--- config.mk ---
export PLATFORM = sky130hd
export DESIGN_NAME = obj_blitter
export DESIGN_NICKNAME = d
export VERILOG_FILES = /design/src/rtl/obj_blitter.sv
export SDC_FILE = /design/constraint.sdc
export NUM_CORES = 1
export LEC_CHECK = 0
export ABC_CLOCK_PERIOD_IN_PS = 3500
export CORE_MARGIN = 2
export CORE_UTILIZATION = 40
export CTS_BUF_LIST = sky130_fd_sc_hd__clkbuf_4
export DETAILED_ROUTE_END_ITERATION = 10
export PLACE_DENSITY = 0.62
export SYNTH_ARGS = -nofsm -noshare
export SYNTH_HDL_FRONTEND = slang
export SYNTH_SLANG_ARGS = --single-unit
--- constraint.sdc ---
create_clock -name clk -period 3.5 [get_ports clk]
set_input_delay 0.7 -clock clk [delete_from_list [all_inputs] [get_ports clk]]
set_output_delay 0.7 -clock clk [all_outputs]
set_load 0.05 [all_outputs]
--- src/rtl/obj_blitter.sv ---
// Object blitter: copies a width x height sprite into frame memory at (posx, posy), one pixel per clock.
// Optional BLIT_COLORKEY_EN: pixels equal to color_key are skipped.
module obj_blitter #(
   parameter int FB_WIDTH   = 640,
   parameter int FB_HEIGHT  = 480,
   parameter int SRC_ADDR_W = 18,
   parameter int FB_ADDR_W  = 19
) (
   input  logic                  clk,
   input  logic                  rst,
   input  logic                  start,
   input  logic [9:0]            posx,
   input  logic [9:0]            posy,
   input  logic [9:0]            width,
   input  logic [9:0]            height,
   input  logic [SRC_ADDR_W-1:0] src_start_addr,
   input  logic [11:0]           color_key,
   output logic [SRC_ADDR_W-1:0] src_addr,
   input  logic [11:0]           src_data,
   output logic                  fb_we,
   output logic [FB_ADDR_W-1:0]  fb_addr,
   output logic [11:0]           fb_data,
   output logic                  busy,
   output logic                  done
);

   typedef enum logic [1:0] {IDLE, RUN, DRAIN, DONE} state_t;

   localparam logic [10:0]          FBW   = 11'(FB_WIDTH);
   localparam logic [10:0]          FBH   = 11'(FB_HEIGHT);
   localparam logic [FB_ADDR_W-1:0] FBW_A = FB_ADDR_W'(FB_WIDTH);

   state_t      state;
   logic [9:0]  px, py, w, h;
   logic [9:0]  relx, rely;
   logic        drain_cnt;
   logic        v1;
   logic [10:0] x1, y1;
   logic        last_pix;
   logic        wr;

   assign last_pix = (relx == w - 10'd1) && (rely == h - 10'd1);

`ifdef BLIT_COLORKEY_EN
   assign wr = v1 && (x1 < FBW) && (y1 < FBH) && (src_data != color_key);
`else
   logic unused_key;
   assign unused_key = ^color_key;
   assign wr = v1 && (x1 < FBW) && (y1 < FBH);
`endif

   always_ff @(posedge clk) begin
      if (rst) begin
         state     <= IDLE;
         px        <= '0;
         py        <= '0;
         w         <= '0;
         h         <= '0;
         relx      <= '0;
         rely      <= '0;
         drain_cnt <= 1'b0;
         v1        <= 1'b0;
         x1        <= '0;
         y1        <= '0;
         src_addr  <= '0;
         fb_we     <= 1'b0;
         fb_addr   <= '0;
         fb_data   <= '0;
         busy      <= 1'b0;
         done      <= 1'b0;
      end else begin
         v1   <= 1'b0;
         done <= 1'b0;
         case (state)
            IDLE: begin
               if (start) begin
                  px       <= posx;
                  py       <= posy;
                  w        <= width;
                  h        <= height;
                  relx     <= '0;
                  rely     <= '0;
                  src_addr <= src_start_addr;
                  if (width == 10'd0 || height == 10'd0) begin
                     state <= DONE;
                     done  <= 1'b1;
                  end else begin
                     state <= RUN;
                     busy  <= 1'b1;
                  end
               end
            end
            RUN: begin
               v1 <= 1'b1;
               x1 <= {1'b0, px} + {1'b0, relx};
               y1 <= {1'b0, py} + {1'b0, rely};
               if (last_pix) begin
                  state     <= DRAIN;
                  drain_cnt <= 1'b0;
               end else begin
                  // Row-major scan of a contiguous sprite: base + rely*width + relx advances by one.
                  src_addr <= src_addr + SRC_ADDR_W'(1);
                  if (relx == w - 10'd1) begin
                     relx <= '0;
                     rely <= rely + 10'd1;
                  end else begin
                     relx <= relx + 10'd1;
                  end
               end
            end
            DRAIN: begin
               if (drain_cnt) begin
                  state <= DONE;
                  busy  <= 1'b0;
                  done  <= 1'b1;
               end else begin
                  drain_cnt <= 1'b1;
               end
            end
            DONE: state <= IDLE;
            default: state <= IDLE;
         endcase

         fb_we <= wr;
         if (wr) begin
            fb_addr <= FB_ADDR_W'(y1) * FBW_A + FB_ADDR_W'(x1);
            fb_data <= src_data;
         end
      end
   end

endmodule

Yosys cells after proc, flatten, opt, wreduce, memory -nomap -nowiden. Cells that the tools add are included.

Add/sub/neg operators: 8. $mul: 1. Magnitude comparators: 2. Eq/ne operators: 11. Muxes and demuxes: 26. Reductions and logical operators: 16.

Operators by type and width (count): $mux 10 (5); $pmux 10 s2 (2); $mux 18 (2); $pmux 18 s2 (1); $add 10x10->11 (2); $add 10x1->10 const B (2); $eq 10x10->1 (2); $logic_not 10->1 (2); $sub 10x1->10 const B (2); $add 19x11->19 (1); $add 18x1->18 const B (1); $mul 11x3->12 const B (1); $ne 2x2->1 const B (6); $lt 11x10->1 const B (1); $lt 11x9->1 const B (1); $mux 1 (8); $mux 2 (4); $pmux 2 s4 (1); $reduce_and 4->1 (2); $pmux 1 s2 (3); $reduce_and 3->1 (2); $reduce_bool 2->1 (3); $eq 2x2->1 const B (2); $reduce_and 2->1 (2); other kinds (4) (6).

Bits in registers: 138. Bits of input ports: 85. Output and inout bits: 52.

Logic depth before layout (Yosys ltp). Gate-level depths: netlist (run 1).

Word-level depth: 5. Depth in mapped cells: 11.

Worst setup path after synthesis (run 1). OpenSTA, ideal clock, no wires.

Path type: register -> register. Start point: reg w[0]. End point: reg rely[8]. Setup time: 0.070 ns. Arrival time: 2.643 ns. Required time: 3.430 ns. Slack: 0.787 ns. Stages on the path, launching flop included: 11. Period minus slack after synthesis: 2.713 ns. Cell sequence: dfxtp_1 inv_1 ha_1 nor2b_1 or3_1 a31o_2 nor4_4 and2_4 o21ai_2 or4_1 a21oi_1.

Cells in the longest elaborated chain, start to end: 5. Elaborated cells on any way between the ends: 6. Those cells by class: 1 x add/sub; 3 x eq/ne; 2 x reduce/logical.

Ends and longest elaborated chain: start: declaration (line 34) `logic [9:0] px, py, w, h;`; start signal: assignment (line 79) `w <= width;`; $sub 10x1->10 * (line 42, 103); $eq 10x10->1 * (line 42, 103); $logic_and 1x1->1 (line 42) `assign last_pix = (relx == w - 10'd1) && (rely == h - 10'd1);`; $ne 2x2->1 (no source line); $reduce_and 4->1 (no source line) *; end signal: assignment (line 105) `rely <= rely + 10'd1;`; end: declaration (line 35) `logic [9:0] relx, rely;`.

Mark *: on every way between the ends. The rest lies on a longest branch, timed or not. A chain may end at the register's enable or synchronous reset.

Final worst setup path (run 1).
Start point: reg w[0]. End point: reg rely[5].

Same word-level chain as after synthesis.

==> flow_metrics.env, run 1 <==
export IMPL_status="finished, final reports clean"
export IMPL_netSwitchingFraction=0.4275
export IMPL_hold_class="register to register"
export IMPL_slew_headroom=0.5388
export IMPL_start_util=0.4112
export IMPL_critPathMaxFanout=13
export IMPL_setup_viol=0
export IMPL_rr_endpoint="rely[5]"
export IMPL_finClkSkew_ps=27.65
export IMPL_die_area_um2=20550
export IMPL_ys_ff_latch=138
export IMPL_gp_congestion=0.8826
export IMPL_reg2regPathDepth=11
export IMPL_final_max_slew_viol_count=0
export IMPL_drt_iter0_drc=418
export IMPL_p_total_w=0.005593
export IMPL_grt_pass1_vias=6430
export IMPL_internal_power_w=0.003202
export IMPL_whs_path_depth=2
export IMPL_yosysMostFrequentCell="nand2_1"
export IMPL_ff_latch_area_um2=2763
export IMPL_vdd_drop_max_uv=380.4
export IMPL_finalNetCount=1219
export IMPL_cp_arrival_ps=3610
export IMPL_coreArea_um2=18890
export IMPL_multi_input_comb_area_um2=4721
export IMPL_worst_slew_pin_slew_ps=688.5
export IMPL_yosysTopAreaCellShare=0.3556
export IMPL_clk_pin_slew_worst_paths_ps=120
export IMPL_ys_top_cells_by_area="dfxtp_1, nand2_1, ha_1"
export IMPL_finalSetupTns_ps=0
export IMPL_syn_avg_cell_area_um2=8.009
export IMPL_cts_tree="built"
export IMPL_vias=7010
export IMPL_firstDrtPassIters=4
export IMPL_synthCells=970
export IMPL_r2r_start="w[0]"
export IMPL_grt_usage=0.1877
export IMPL_die_y_um=143.4
export IMPL_syn_area_um2=7769
export IMPL_grt_max_degree=60
export IMPL_crit_type="register to register"
export IMPL_yosysWarningCount=0
export IMPL_drt_total_wl_mm=19.01
export IMPL_ys_flop_type="dfxtp_1"
export IMPL_grt_ovfl_total=0
export IMPL_synth_edff_count=0
export IMPL_synth_seq_area_share=0.3556
export IMPL_p_comb_frac=0.446
export IMPL_rows=50
export IMPL_cts_root_buffer="clkbuf_4"
export IMPL_pwr_share_seq=0.365
export IMPL_p_per_area_nw_per_um2=585.2
export IMPL_via_per_inst=5.173
export IMPL_wl_per_cell_um=14.03
export IMPL_htree_levels=4
export IMPL_cts_sinks=138
export IMPL_min_from="fb_addr[12]"
export IMPL_dpl_hpwl_mm=13.70
export IMPL_synth_cell_types=65
export IMPL_clkPwrFrac=0.189
export IMPL_antenna_found_initial=1
export IMPL_ios=137
export IMPL_post_cts_resized=0
export IMPL_die_x_um=143.4
export IMPL_period_needed_ps=3124
export IMPL_synthArstFlopShare=0
export IMPL_maxCapViolations=0
export IMPL_clk_latency_ps=540
export IMPL_crit_path_start_kind="register"
export IMPL_port_buffers=124
export IMPL_clockBufferDepth=2
export IMPL_rsz0062_at_grt="no"
export IMPL_cts_setup_buffers=0
export IMPL_power_switching_w=0.002391
export IMPL_grt_pass1_wl_mm=31.32
export IMPL_drc=0
export IMPL_rrSetupSlack_ps=380
export IMPL_period_share=0.8927
export IMPL_cts_hold_fix_buffers=0
export IMPL_worstHoldEndpoint="fb_addr[12]"
export IMPL_drive_gt1_frac=0.05947
export IMPL_ant_nets=0
export IMPL_synth_top_area_cell="dfxtp_1"
export IMPL_hold_viol=0
export IMPL_syn_to_final_growth_pct=23.03
export IMPL_cp_data_required_time_ps=3980
export IMPL_synth_common_cells="nand2_1, dfxtp_1, a21oi_1"
export IMPL_num_fill_cells=1950
export IMPL_numCtsBuffers=17
export IMPL_syn_nets=1108
export IMPL_fmax_ghz=0.3201
export IMPL_setup_worst_path_end_class="register"
export IMPL_leakage_nw=3.737
[power groups by stage]
| stage | logic, W | registers [W] | clock network, W |
|---|---|---|---|
| 2_1_floorplan | 0.00146 | 0.00237 | 0 |
| 3_3_place_gp | 0.00248 | 0.00208 | 0 |
| 3_5_place_dp | 0.00250 | 0.00208 | 0 |
| 4_1_cts | 0.00251 | 0.00204 | 0.00110 |
| 5_1_grt | 0.00274 | 0.00209 | 0.00116 |
| 6_report | 0.00249 | 0.00204 | 0.00106 |
[layout by cell type (no fill, tap or decap), types with 6 or more instances in the layout]
master             n
clkdlybuf4s50_1  123
nor3_1            16
nand2_1          181
a31oi_1           14
or4_1              9
o211ai_1           6
nor2_1            74
a211oi_1          13
and3_1             9
clkbuf_4          17
dfxtp_1          138
nand3_1           16
mux2i_1           20
a22oi_1           20
nand4_1            9
nor2b_1           11
xnor2_1           29
nor4_1            10
a21o_1            12
or3_1              7
and2_1            13
ha_1              48
a21oi_1          112
xor2_1            26
o21ai_0           26
buf_4             17
inv_1             26
nor4b_1            7
[metrics by stage]
step | instance area [um^2] | instances | setup slack, ps | utilization | hold slack (ps)
after global placement | 9269 | 1322 | 450.1 | 0.4906 | 438.8
after floorplan | 7769 | 970 | 787.5 | - | 431.3
after CTS | 9553 | 1353 | 375.2 | 0.5056 | 459.6
final | 9558 | 1355 | 375.6 | 0.5059 | 458.8
after global routing | 9558 | 1355 | 198.8 | 0.5059 | 478.3
after detailed placement | 9269 | 1322 | 402.3 | 0.4906 | 443.4
[cells by family (layout without fill, tap and decap cells)]
logic type	count (synthesis)	count (layout)	synth area share
simple gates	388	388	0.2379
compound gates	238	238	0.1881
flops	138	138	0.3556
buf+inv	75	198	0.03704
xor+xnor	55	55	0.06201
fa+ha+maj	53	53	0.08923
mux	23	23	0.03012
other cells	0	2	0
[registers in the layout (all words and copies together) (netlist names), 2 cells and up]
| register | flops |
|---|---|
| fb_addr | 19 |
| fb_data | 12 |
| y1 | 11 |
| px | 10 |
| rely | 10 |
| w | 10 |
| src_addr | 18 |
| relx | 10 |
| x1 | 11 |
| py | 10 |
| state | 2 |
| h | 10 |
[final cells by class]
class                   instances  share of cell area
clock inverters                14             0.01636
multi-input cells             757              0.4939
well taps                     260             0.03404
repair buffers                140              0.1422
diodes                          2           0.0005236
clock buffers                  17             0.01335
inverters                      27             0.01060
flip-flops and latches        138              0.2890
[metal layers]
layer  vias up  global-route usage  wire length, um
met3        13             0.04265              896
met4         0             0.04696              177
met1      3195              0.2518             9307
met2       134              0.3063             8632
li1       3668                   -                -
met5         -                   0                0
[critical path, stage by stage, from the launching register on]
cell and delay [ps]:
dfxtp_1 420, inv_1 70, ha_1 240, nor2b_1 140, or3_1 340, a31o_2 260
nor4_4 440, and2_4 270, o21ai_2 150, buf_4 220, or4_1 470, nand2_1 80
[worst max-delay path by stage]
stage | endpoint | depth (start not counted) | startpoint | slack (ps)
floorplan | rely[8] | 10 | w[0] | 790
global placement | rely[5] | 11 | w[0] | 450
detailed placement | rely[5] | 11 | w[0] | 400
CTS | rely[5] | 11 | w[0] | 380
global route | rely[5] | 11 | w[0] | 200
finish | rely[5] | 11 | w[0] | 380
No activity file was read; power rests on OpenSTA's default activity.
==> run 2, diff against run 1 <==
Settings changed: CTS_CLUSTER_DIAMETER set to 120.
==> results of run 2 <==
Same layout as run 1: the final DEF is identical, and so are final timing and power.
==> run 3, diff against run 2 <==
Settings changed: ABC_CLOCK_PERIOD_IN_PS 3500 to not set.
==> results of run 3 <==
Same layout as run 1: the final DEF is identical, and so are final timing and power.
